===== src/rtl/disp_pkg.sv =====
// rtl/disp_pkg.sv - shared constants and digit helpers for the 7-segment scanner
package disp_pkg;

    localparam int DIGIT_W        = 4;
    localparam int BCD_MAX        = 9;
    localparam int NUM_DIGITS_DEF = 8;
    localparam int MAX_DIGITS     = 32;
    localparam int MSD_W          = 5;

    localparam logic [MAX_DIGITS-1:0] AN_OFF = '1;

    // Index of the highest nonzero nibble; 0 when the whole value is zero.
    function automatic logic [MSD_W-1:0] msd_index(input logic [MAX_DIGITS*DIGIT_W-1:0] v);
        logic [MSD_W-1:0] r;
        r = '0;
        for (int i = 0; i < MAX_DIGITS; i++) begin
            if (v[i*DIGIT_W +: DIGIT_W] != '0) begin
                r = MSD_W'(i);
            end
        end
        return r;
    endfunction

endpackage


===== src/rtl/scan_prescaler.sv =====
// rtl/scan_prescaler.sv - divides the system clock down to one tick per digit slot
module scan_prescaler #(
    parameter int DIV_CNT = 100000
) (
    input  logic iClk,
    input  logic iRst_n,
    input  logic iEnable,
    output logic oTick
);

    localparam int                CNT_W    = $clog2(DIV_CNT);
    localparam logic [CNT_W-1:0]  CNT_LAST = CNT_W'(DIV_CNT - 1);

    logic [CNT_W-1:0] r_cnt;

    assign oTick = iEnable && (r_cnt == CNT_LAST);

    // Holding the count while disabled lets a frozen slot finish its full dwell later.
    always_ff @(posedge iClk or negedge iRst_n) begin
        if (!iRst_n) begin
            r_cnt <= '0;
        end else if (oTick) begin
            r_cnt <= '0;
        end else if (iEnable) begin
            r_cnt <= r_cnt + 1'b1;
        end
    end

endmodule


===== src/rtl/bcd_scan_mux.sv =====
// rtl/bcd_scan_mux.sv - double-buffered 8-digit anode scanner; LEADING_ZERO_BLANK_EN blanks leading zeros
module bcd_scan_mux
    import disp_pkg::*;
#(
    parameter int NUM_DIGITS = NUM_DIGITS_DEF,
    parameter int DIV_CNT    = 100000
) (
    input  logic                          iClk,
    input  logic                          iRst_n,
    input  logic [DIGIT_W*NUM_DIGITS-1:0] iValue,
    input  logic                          iLoad,
    input  logic                          iEnable,
    output logic [DIGIT_W-1:0]            oDigit,
    output logic [NUM_DIGITS-1:0]         oAn,
    output logic                          oBadBcd,
    output logic                          oFrame
);

    localparam int                     IDX_W      = (NUM_DIGITS > 1) ? $clog2(NUM_DIGITS) : 1;
    localparam logic [IDX_W-1:0]       IDX_LAST   = IDX_W'(NUM_DIGITS - 1);
    localparam logic [NUM_DIGITS-1:0]  AN_ALL_OFF = AN_OFF[NUM_DIGITS-1:0];
    localparam logic [DIGIT_W-1:0]     NIB_MAX    = DIGIT_W'(BCD_MAX);

    logic                          w_tick;
    logic                          w_wrap;
    logic                          w_blank;
    logic                          w_nib_bad;
    logic [DIGIT_W-1:0]            w_nib;
    logic [NUM_DIGITS-1:0]         w_an_sel;

    logic [IDX_W-1:0]              r_idx;
    logic [DIGIT_W*NUM_DIGITS-1:0] r_shadow;
    logic [DIGIT_W*NUM_DIGITS-1:0] r_active;
    logic                          r_pending;
    logic [NUM_DIGITS-1:0]         r_an;
    logic [DIGIT_W-1:0]            r_digit;
    logic                          r_bad;
    logic                          r_frame;

    scan_prescaler #(
        .DIV_CNT (DIV_CNT)
    ) u_prescaler (
        .iClk    (iClk),
        .iRst_n  (iRst_n),
        .iEnable (iEnable),
        .oTick   (w_tick)
    );

    assign w_wrap = w_tick && (r_idx == IDX_LAST);

    always_ff @(posedge iClk or negedge iRst_n) begin
        if (!iRst_n) begin
            r_idx <= '0;
        end else if (w_tick) begin
            r_idx <= w_wrap ? '0 : r_idx + 1'b1;
        end
    end

    // A load landing on the wrap cycle bypasses the shadow so it is not deferred a frame.
    always_ff @(posedge iClk or negedge iRst_n) begin
        if (!iRst_n) begin
            r_shadow  <= '0;
            r_active  <= '0;
            r_pending <= 1'b0;
        end else begin
            if (iLoad) begin
                r_shadow <= iValue;
            end
            if (w_wrap) begin
                if (iLoad) begin
                    r_active <= iValue;
                end else if (r_pending) begin
                    r_active <= r_shadow;
                end
                r_pending <= 1'b0;
            end else if (iLoad) begin
                r_pending <= 1'b1;
            end
        end
    end

    always_comb begin
        w_nib    = '0;
        w_an_sel = AN_ALL_OFF;
        for (int i = 0; i < NUM_DIGITS; i++) begin
            if (r_idx == IDX_W'(i)) begin
                w_nib       = r_active[i*DIGIT_W +: DIGIT_W];
                w_an_sel[i] = 1'b0;
            end
        end
    end

    assign w_nib_bad = (w_nib > NIB_MAX);

`ifdef LEADING_ZERO_BLANK_EN
    logic [MAX_DIGITS*DIGIT_W-1:0] w_act_ext;
    logic [MSD_W-1:0]              w_msd;

    always_comb begin
        w_act_ext                       = '0;
        w_act_ext[DIGIT_W*NUM_DIGITS-1:0] = r_active;
    end

    assign w_msd   = msd_index(w_act_ext);
    assign w_blank = (MSD_W'(r_idx) > w_msd);
`else
    assign w_blank = 1'b0;
`endif

    always_ff @(posedge iClk or negedge iRst_n) begin
        if (!iRst_n) begin
            r_an    <= AN_ALL_OFF;
            r_digit <= '0;
            r_bad   <= 1'b0;
            r_frame <= 1'b0;
        end else begin
            r_frame <= w_wrap;
            r_bad   <= iEnable && w_nib_bad;
            if (iEnable && !w_blank) begin
                r_an    <= w_an_sel;
                r_digit <= w_nib_bad ? '0 : w_nib;
            end else begin
                r_an    <= AN_ALL_OFF;
                r_digit <= '0;
            end
        end
    end

    assign oAn     = r_an;
    assign oDigit  = r_digit;
    assign oBadBcd = r_bad;
    assign oFrame  = r_frame;

endmodule


===== config.mk =====
export PLATFORM = sky130hd
export DESIGN_NAME = bcd_scan_mux
export DESIGN_NICKNAME = d
export VERILOG_FILES = /design/src/rtl/disp_pkg.sv /design/src/rtl/scan_prescaler.sv /design/src/rtl/bcd_scan_mux.sv
export SDC_FILE = /design/constraint.sdc
export NUM_CORES = 1
export LEC_CHECK = 0
export ABC_AREA = 0
export CELL_PAD_IN_SITES_DETAIL_PLACEMENT = 1
export CELL_PAD_IN_SITES_GLOBAL_PLACEMENT = 2
export CORE_MARGIN = 5
export CORE_UTILIZATION = 39
export CTS_CLUSTER_DIAMETER = 40
export DETAILED_ROUTE_END_ITERATION = 10
export DONT_BUFFER_PORTS = 1
export GPL_ROUTABILITY_DRIVEN = 0
export HOLD_SLACK_MARGIN = 0.12
export PLACE_DENSITY_LB_ADDON = 0.1
export REMOVE_ABC_BUFFERS = 1
export SETUP_SLACK_MARGIN = 0.1
export SLEW_MARGIN = 20
export SYNTH_ARGS = -nofsm -noshare
export SYNTH_HDL_FRONTEND = slang
export SYNTH_SLANG_ARGS = --single-unit

===== constraint.sdc =====
create_clock -name iClk -period 1.93 [get_ports iClk]
set_input_delay 0.193 -clock iClk [delete_from_list [all_inputs] [get_ports iClk]]
set_output_delay 0.193 -clock iClk [all_outputs]
set_load 0.02 [all_outputs]

==> results of run 1 <==
==> metrics by stage <==
step           setup TNS [ps]  cell area, um^2  cells
2_1_floorplan          -12030             4268    319
3_3_place_gp           -640.4             4708    491
3_5_place_dp            -1045             4708    491
4_1_cts                -130.9             5492    556
5_1_grt                -507.8             5573    557
6_report               -94.59             5573    557
==> critical path: stages (launching register included) <==
cell and delay, ps:
dfrtp_2 450, buf_6 130, ha_4 170, buf_4 140, and2_1 190, a311oi_2 220, a21oi_2 100, or2_4 270
a221oi_2 230
==> timing repair <==
| action | CTS | global route |
|---|---|---|
| endpoints found under the setup margin | 37 | 39 |
| hold endpoints to repair | 180 | 99 |
| buffers inserted | 9 | 1 |
| gates resized for setup | 25 | 19 |
| pin swaps | 13 | 10 |
==> report_power, final <==
group / switching [uW] / internal, uW
sequential: 78.1 / 2210
combinational: 177 / 258
clock: 699 / 538
total: 954 / 3010
==> layout make-up <==
| type | count | area [um^2] | share of cell area [%] |
|---|---|---|---|
| tap | 140 | 175.2 | 3.143 |
| clock inverter | 4 | 26.28 | 0.4715 |
| sequential | 99 | 2490 | 44.68 |
| clock buffer | 12 | 155.1 | 2.784 |
| timing repair buffer | 82 | 769.5 | 13.81 |
| inverter | 12 | 45.04 | 0.8083 |
| multi-input combinational | 208 | 1912 | 34.31 |
==> worst paths after layout <==
kind                       startpoint                   end  slack, ps
max in group asynchronous      iRst_n                oAn[4]       2210
max                          r_idx[1]             oDigit[0]        -70
min                            iRst_n          r_shadow[21]       -490
min in group iClk             iEnable  u_prescaler.r_cnt[3]        140
max reg2reg                  r_idx[1]             oDigit[0]        -70
min reg2reg                 r_pending             r_pending        490
==> cell usage after synthesis (all sizes together), types with 3 or more instances <==
cell / number
nor2b: 3
and2: 3
nor4: 4
o21ai: 7
clkbuf: 11
a221oi: 4
dfstp: 8
xor2: 6
buf: 5
a21oi: 12
xnor2: 9
o22ai: 4
nand4: 6
nor2: 21
nand2: 22
inv: 12
mux2: 65
nand3b: 5
dfrtp: 91
and3: 6
nand3: 8
ha: 7
==> cells by family (layout without fill, tap and decap cells) <==
family | Yosys count | count (layout) | share of synthesized area [%]
fa+ha+maj | 7 | 7 | 2.013
buf+inv | 28 | 110 | 2.961
mux | 65 | 65 | 19.41
simple gates | 86 | 86 | 10.32
flops | 99 | 99 | 57.16
compound gates | 35 | 35 | 5.118
xor+xnor | 15 | 15 | 3.019
==> registers in the layout, summed over array words and instances (netlist names) <==
name and cells:
oDigit 4, r_active 32, r_shadow 32, oBadBcd 1
oAn 8, r_pending 1, u_prescaler.r_cnt 17, oFrame 1
r_idx 3
==> routing by layer <==
layer | vias up | part of all wire (%)
met4 | 0 | 2.1
met5 | - | 0
met1 | 1429 | 46
met2 | 45 | 49
met3 | 14 | 3.0
li1 | 1318 | -
==> key figures, run 1 <==
Cells and area
  • Finished Core Util: 51.18%
  • Antenna fix cells: 0
  • Area delta synth->final: 28.06%
  • Share of cells above drive strength 1: 39.09%
  • Nets: 455
  • Most frequent cells in the layout: dfrtp_1, dlygate4sd3_1, buf_4, mux2_2, mux2_4
  • Most common cell after layout, fill and taps aside: dfrtp_1
  • FILL cells: 1104

Worst hold path
  • Hold crit path type: in -> async

Detailed routing
  • Drt wl/cell: 17.64 um
  • Via Count: 2806
  • Detailed-route DRC error count: 0
  • Final WL: 9824 um
  • 1st-iter DRT viols: 132
  • Routed vias/inst: 5.038
  • Drt first pass iters: 4
  • Antenna Nets Post-Route: 0

Run status
  • Status: finished, violations left
  • Violated checks: hold timing, setup timing

Power and ir drop
  • P per Cell Area: 710.6 mW/mm^2
  • Max VDD drop: 0.3646 mV
  • Static Leak: 0.002554 uW
  • Overall Power: 3960 uW

GRT
  • Initial antenna violation count: 0
  • First-pass GRT wire length: 15860 um
  • GRT Total Usage: 15.58%
  • Vias in the first global route: 3007
  • GRT Max-Usage Layer: met2
  • M1 GR Usage: 19.98%
  • Largest net degree at the start of global routing: 100
  • Met2 Track Usage GR: 25.66%
  • Remaining global-route overflow: 0
  • Met3 usage: 3.342%

Logic synthesis
  • Synthesized area: 0.004352 mm^2
  • Syn Area/Cell: 12.99 um^2
  • Cell count after synthesis: 335
  • Primary FF master, synth: dfrtp_1
  • YS warnings: 0
  • Top cells by area, synth: dfrtp_1, mux2_4, mux2_2, dfstp_2, ha_1
  • Synth Register Bits: 99
  • EDFF count, synth: 0
  • Async S/R FF share, synth: 100.0%
  • Share of the synthesized area in the top cell type: 52.33%
  • Post-synthesis cell type count: 39
  • Register area share after synthesis: 57.16%
  • Area leader, netlist: dfrtp_1

Worst setup path
  • Critical-path maximum fanout: 6
  • Setup crit end kind: register
  • Worst Path Required: 2210 ps
  • R2R depth: 8
  • Critical path class: reg -> reg
  • WP data arrival: 2280 ps
  • Crit path launch type: register

Clocking
  • Clock slew at reported path FFs: 100 ps
  • Skew-Pair Late Insertion Delay: 370 ps
  • H-tree lvl count: 3
  • CTS max path bufs: 2
  • CTS tree: done
  • CTS root buf: clkbuf_8
  • Hold-fix buffers at CTS: 40
  • CTS Sinks: 99
  • CTS buffer count: 9

Placed design
  • PortBufs: 0
  • Hpwl dp: 6253 um
  • Place WS: -257.2 ps

STA
  • Rel. slew slack: 63.67%
  • Fin. max-slew vios: 0
  • Final hold vios: 99
  • Unrepaired setup endpoints after global routing: true
  • Hold slack: -489.6 ps
  • Actual slew at the worst max-slew pin: 543.2 ps
  • Final min period: 2000 ps
  • Period utilisation layout: 103.6%
  • Fmax: 0.5000 GHz
  • Final WS setup: -70.20 ps
  • Clk_skew: 11.59 ps
  • Final setup viols: 2

Floorplan
  • Die W: 115.6 um
  • Initial Util: 39.97%
  • Top-Level Pins: 50
  • Total core area: 0.01089 mm^2
  • Die Height: 115.6 um
  • Site row count: 38
  • Die Footprint: 0.01337 mm^2

Run
  • Max capacitance violation total: 0
Note: power is estimated with default switching activity, not from simulation.
==> run 2, diff against run 1 <==
--- a/config.mk
+++ b/config.mk
@@ -15,7 +15,7 @@
 export DONT_BUFFER_PORTS = 1
 export GPL_ROUTABILITY_DRIVEN = 0
 export HOLD_SLACK_MARGIN = 0.12
-export PLACE_DENSITY_LB_ADDON = 0.1
+export PLACE_DENSITY_LB_ADDON = 0.05
 export REMOVE_ABC_BUFFERS = 1
 export SETUP_SLACK_MARGIN = 0.1
 export SLEW_MARGIN = 20
==> key figures, run 2 (same netlist as run 1, synthesis figures left out) <==
Detailed routing
  • Drt wl/cell: 17.58 um (was 17.64 um)
  • Final WL: 10300 um (was 9824 um)
  • Routed vias/inst: 5.015 (was 5.038)
  • Drt first pass iters: 4 (unchanged)
  • Antenna Nets Post-Route: 0 (unchanged)
  • Detailed-route DRC error count: 0 (unchanged)
  • Via Count: 2939 (was 2806)
  • 1st-iter DRT viols: 162 (was 132)

STA
  • Unrepaired setup endpoints after global routing: true (unchanged)
  • Final min period: 2020 ps (was 2000 ps)
  • Rel. slew slack: 62.38% (was 63.67%)
  • Hold slack: -491.8 ps (was -489.6 ps)
  • Fin. max-slew vios: 0 (unchanged)
  • Final setup viols: 5 (was 2)
  • Clk_skew: 12.19 ps (was 11.59 ps)
  • Final TNS setup: -266.4 ps (was -94.59 ps)
  • Final hold vios: 99 (unchanged)
  • Fmax: 0.4950 GHz (was 0.5000 GHz)
  • Final WS setup: -90.32 ps (was -70.20 ps)
  • Actual slew at the worst max-slew pin: 562.5 ps (was 543.2 ps)
  • Period utilisation layout: 104.7% (was 103.6%)

Run status
  • Status: finished, violations left (unchanged)
  • Violated checks: hold timing, setup timing (unchanged)

Placed design
  • Hpwl dp: 6302 um (was 6253 um)
  • Placed inst area: 0.004713 mm^2 (was 0.004708 mm^2)
  • PortBufs: 0 (unchanged)

Worst hold path
  • Hold crit path type: in -> async (unchanged)

Run
  • Max capacitance violation total: 0 (unchanged)

Worst setup path
  • Critical-path maximum fanout: 7 (was 6)
  • Cells along the critical path: inv_2 -> ha_4 -> buf_12 -> a21oi_2 -> o21ai_1 -> a222oi_1 -> o22ai_2 -> a22o_1 -> a221oi_2 (was buf_6 -> ha_4 -> buf_4 -> and2_1 -> a311oi_2 -> a21oi_2 -> or2_4 -> a221oi_2)
  • WP data arrival: 2300 ps (was 2280 ps)
  • Crit path launch type: register (unchanged)
  • CP Buf/Inv Count: 2 (unchanged)
  • CP delay by family, top: compound AO/OA/AOI/OAI gates (unchanged)
  • Worst Path Required: 2210 ps (about the same)
  • Slowest stage delay, CP: 440 ps (was 450 ps)
  • Critical path class: reg -> reg (unchanged)
  • Setup crit end kind: register (unchanged)
  • Critical path's slowest cell: dfrtp_1 (was dfrtp_2)

Cells and area
  • Share of cells above drive strength 1: 36.32% (was 39.09%)
  • Antenna fix cells: 0 (unchanged)
  • Nets: 484 (was 455)
  • Biggest regs: r_active (32), r_shadow (32), u_prescaler.r_cnt (17) (unchanged)
  • Area delta synth->final: 34.47% (was 28.06%)
  • Most common cell after layout, fill and taps aside: dfrtp_1 (unchanged)
  • Most frequent cells in the layout: dfrtp_1, dlygate4sd3_1, buf_4, mux2_2, mux2_4 (unchanged)
  • Fin area: 0.005852 mm^2 (was 0.005573 mm^2)
  • Finished Core Util: 53.75% (was 51.18%)

Floorplan
  • Top-Level Pins: 50 (unchanged)
  • Site row count: 38 (unchanged)
  • Total core area: 0.01089 mm^2 (unchanged)
  • Die W: 115.6 um (unchanged)
  • Die Height: 115.6 um (unchanged)
  • Initial Util: 39.97% (unchanged)
  • Die Footprint: 0.01337 mm^2 (unchanged)

Clocking
  • CTS tree: done (unchanged)
  • CTS root buf: clkbuf_8 (unchanged)
  • CTS max path bufs: 2 (unchanged)
  • Clock slew at reported path FFs: 100 ps (about the same)
  • CTS Sinks: 99 (unchanged)
  • H-tree lvl count: 3 (unchanged)
  • CTS buffer count: 9 (unchanged)
  • Skew-Pair Late Insertion Delay: 370 ps (about the same)

GRT
  • First-pass GRT wire length: 16590 um (was 15860 um)
  • Vias in the first global route: 3173 (was 3007)
  • Remaining global-route overflow: 0 (unchanged)
  • GRT Total Usage: 16.03% (was 15.58%)
  • Largest net degree at the start of global routing: 100 (unchanged)
  • Initial antenna violation count: 0 (unchanged)

Power and ir drop
  • Max VDD drop: 0.4178 mV (was 0.3646 mV)
  • P per Cell Area: 699.9 mW/mm^2 (was 710.6 mW/mm^2)
  • Static Leak: 0.002665 uW (was 0.002554 uW)
## run 2: cell count changes in the layout (fill, tap and decap cells not counted), moves of 2 or more
cell	change
mux2_2	+2
dlygate4sd3_1	+29
buf_6	-4
o21ai_0	-2
buf_4	+3
o21ai_1	+2
mux2_4	-2
## run 2: what timing repair did
action | CTS | global route
pin swaps | 13 | 9
hold endpoints to repair | 177 | 100
endpoints found under the setup margin | 37 | 43
gates resized for setup | 27 | 13
setup buffers | 6 | 6
hold buffers | 67 | 1
## run 2: path summary, 6_finish.rpt
kind,start,to,slack (ps),cells past startpoint
setup / recovery,r_idx[0],oDigit[0],-90,9
hold / removal,iRst_n,r_shadow[2],-490,0
setup reg to reg,r_idx[0],oDigit[0],-90,9
hold reg to reg,r_active[25],r_active[25],520,1
max in group asynchronous,iRst_n,oAn[7],2220,0
min in group iClk,iLoad,r_active[23],140,2
## run 2: area by class of cell
cell class	instances	area [um^2]
Sequential cell	99	2489
Timing Repair Buffer	111	1057
Tap cell	140	175.2
Multi-Input combinational cell	208	1907
Clock buffer	11	141.4
Fill cell	1097	5036
Inverter	12	45.04
Clock inverter	5	37.54
## run 2: power by group
| part | switching, uW | internal, uW | total [uW] |
|---|---|---|---|
| combinational | 195 | 355 | 551 |
| clock | 754 | 510 | 1260 |
| sequential | 71.4 | 2210 | 2280 |
| total | 1020 | 3070 | 4100 |
## run 2: stage by stage
step           power [uW]  cells  setup WS [ps]  hold WS, ps
6_report             4096    586         -90.32       -491.8
5_1_grt              4299    586         -175.3       -524.1
4_1_cts              4096    579         -76.85       -512.6
3_5_place_dp         2650    490         -229.8       -99.51
3_3_place_gp         2638    490         -177.1       -99.16
2_1_floorplan        2534    319         -361.6       -102.6
## run 2: worst reg2reg max path: cells and delay by family, from the launching register on
kind / cells / cell delay, ps
AO/OA/AOI/OAI: 6 / 1090
adder cells (fa/ha/maj): 1 / 180
flip-flops: 1 / 440
buffers and inverters: 2 / 230
## run 2: routing by layer
layer / share of wire (%) / track usage, %
met5: 0 / 0
met4: 1.1 / 4.640
met3: 3.6 / 3.290
met2: 48 / 26.27
met1: 47 / 21.69
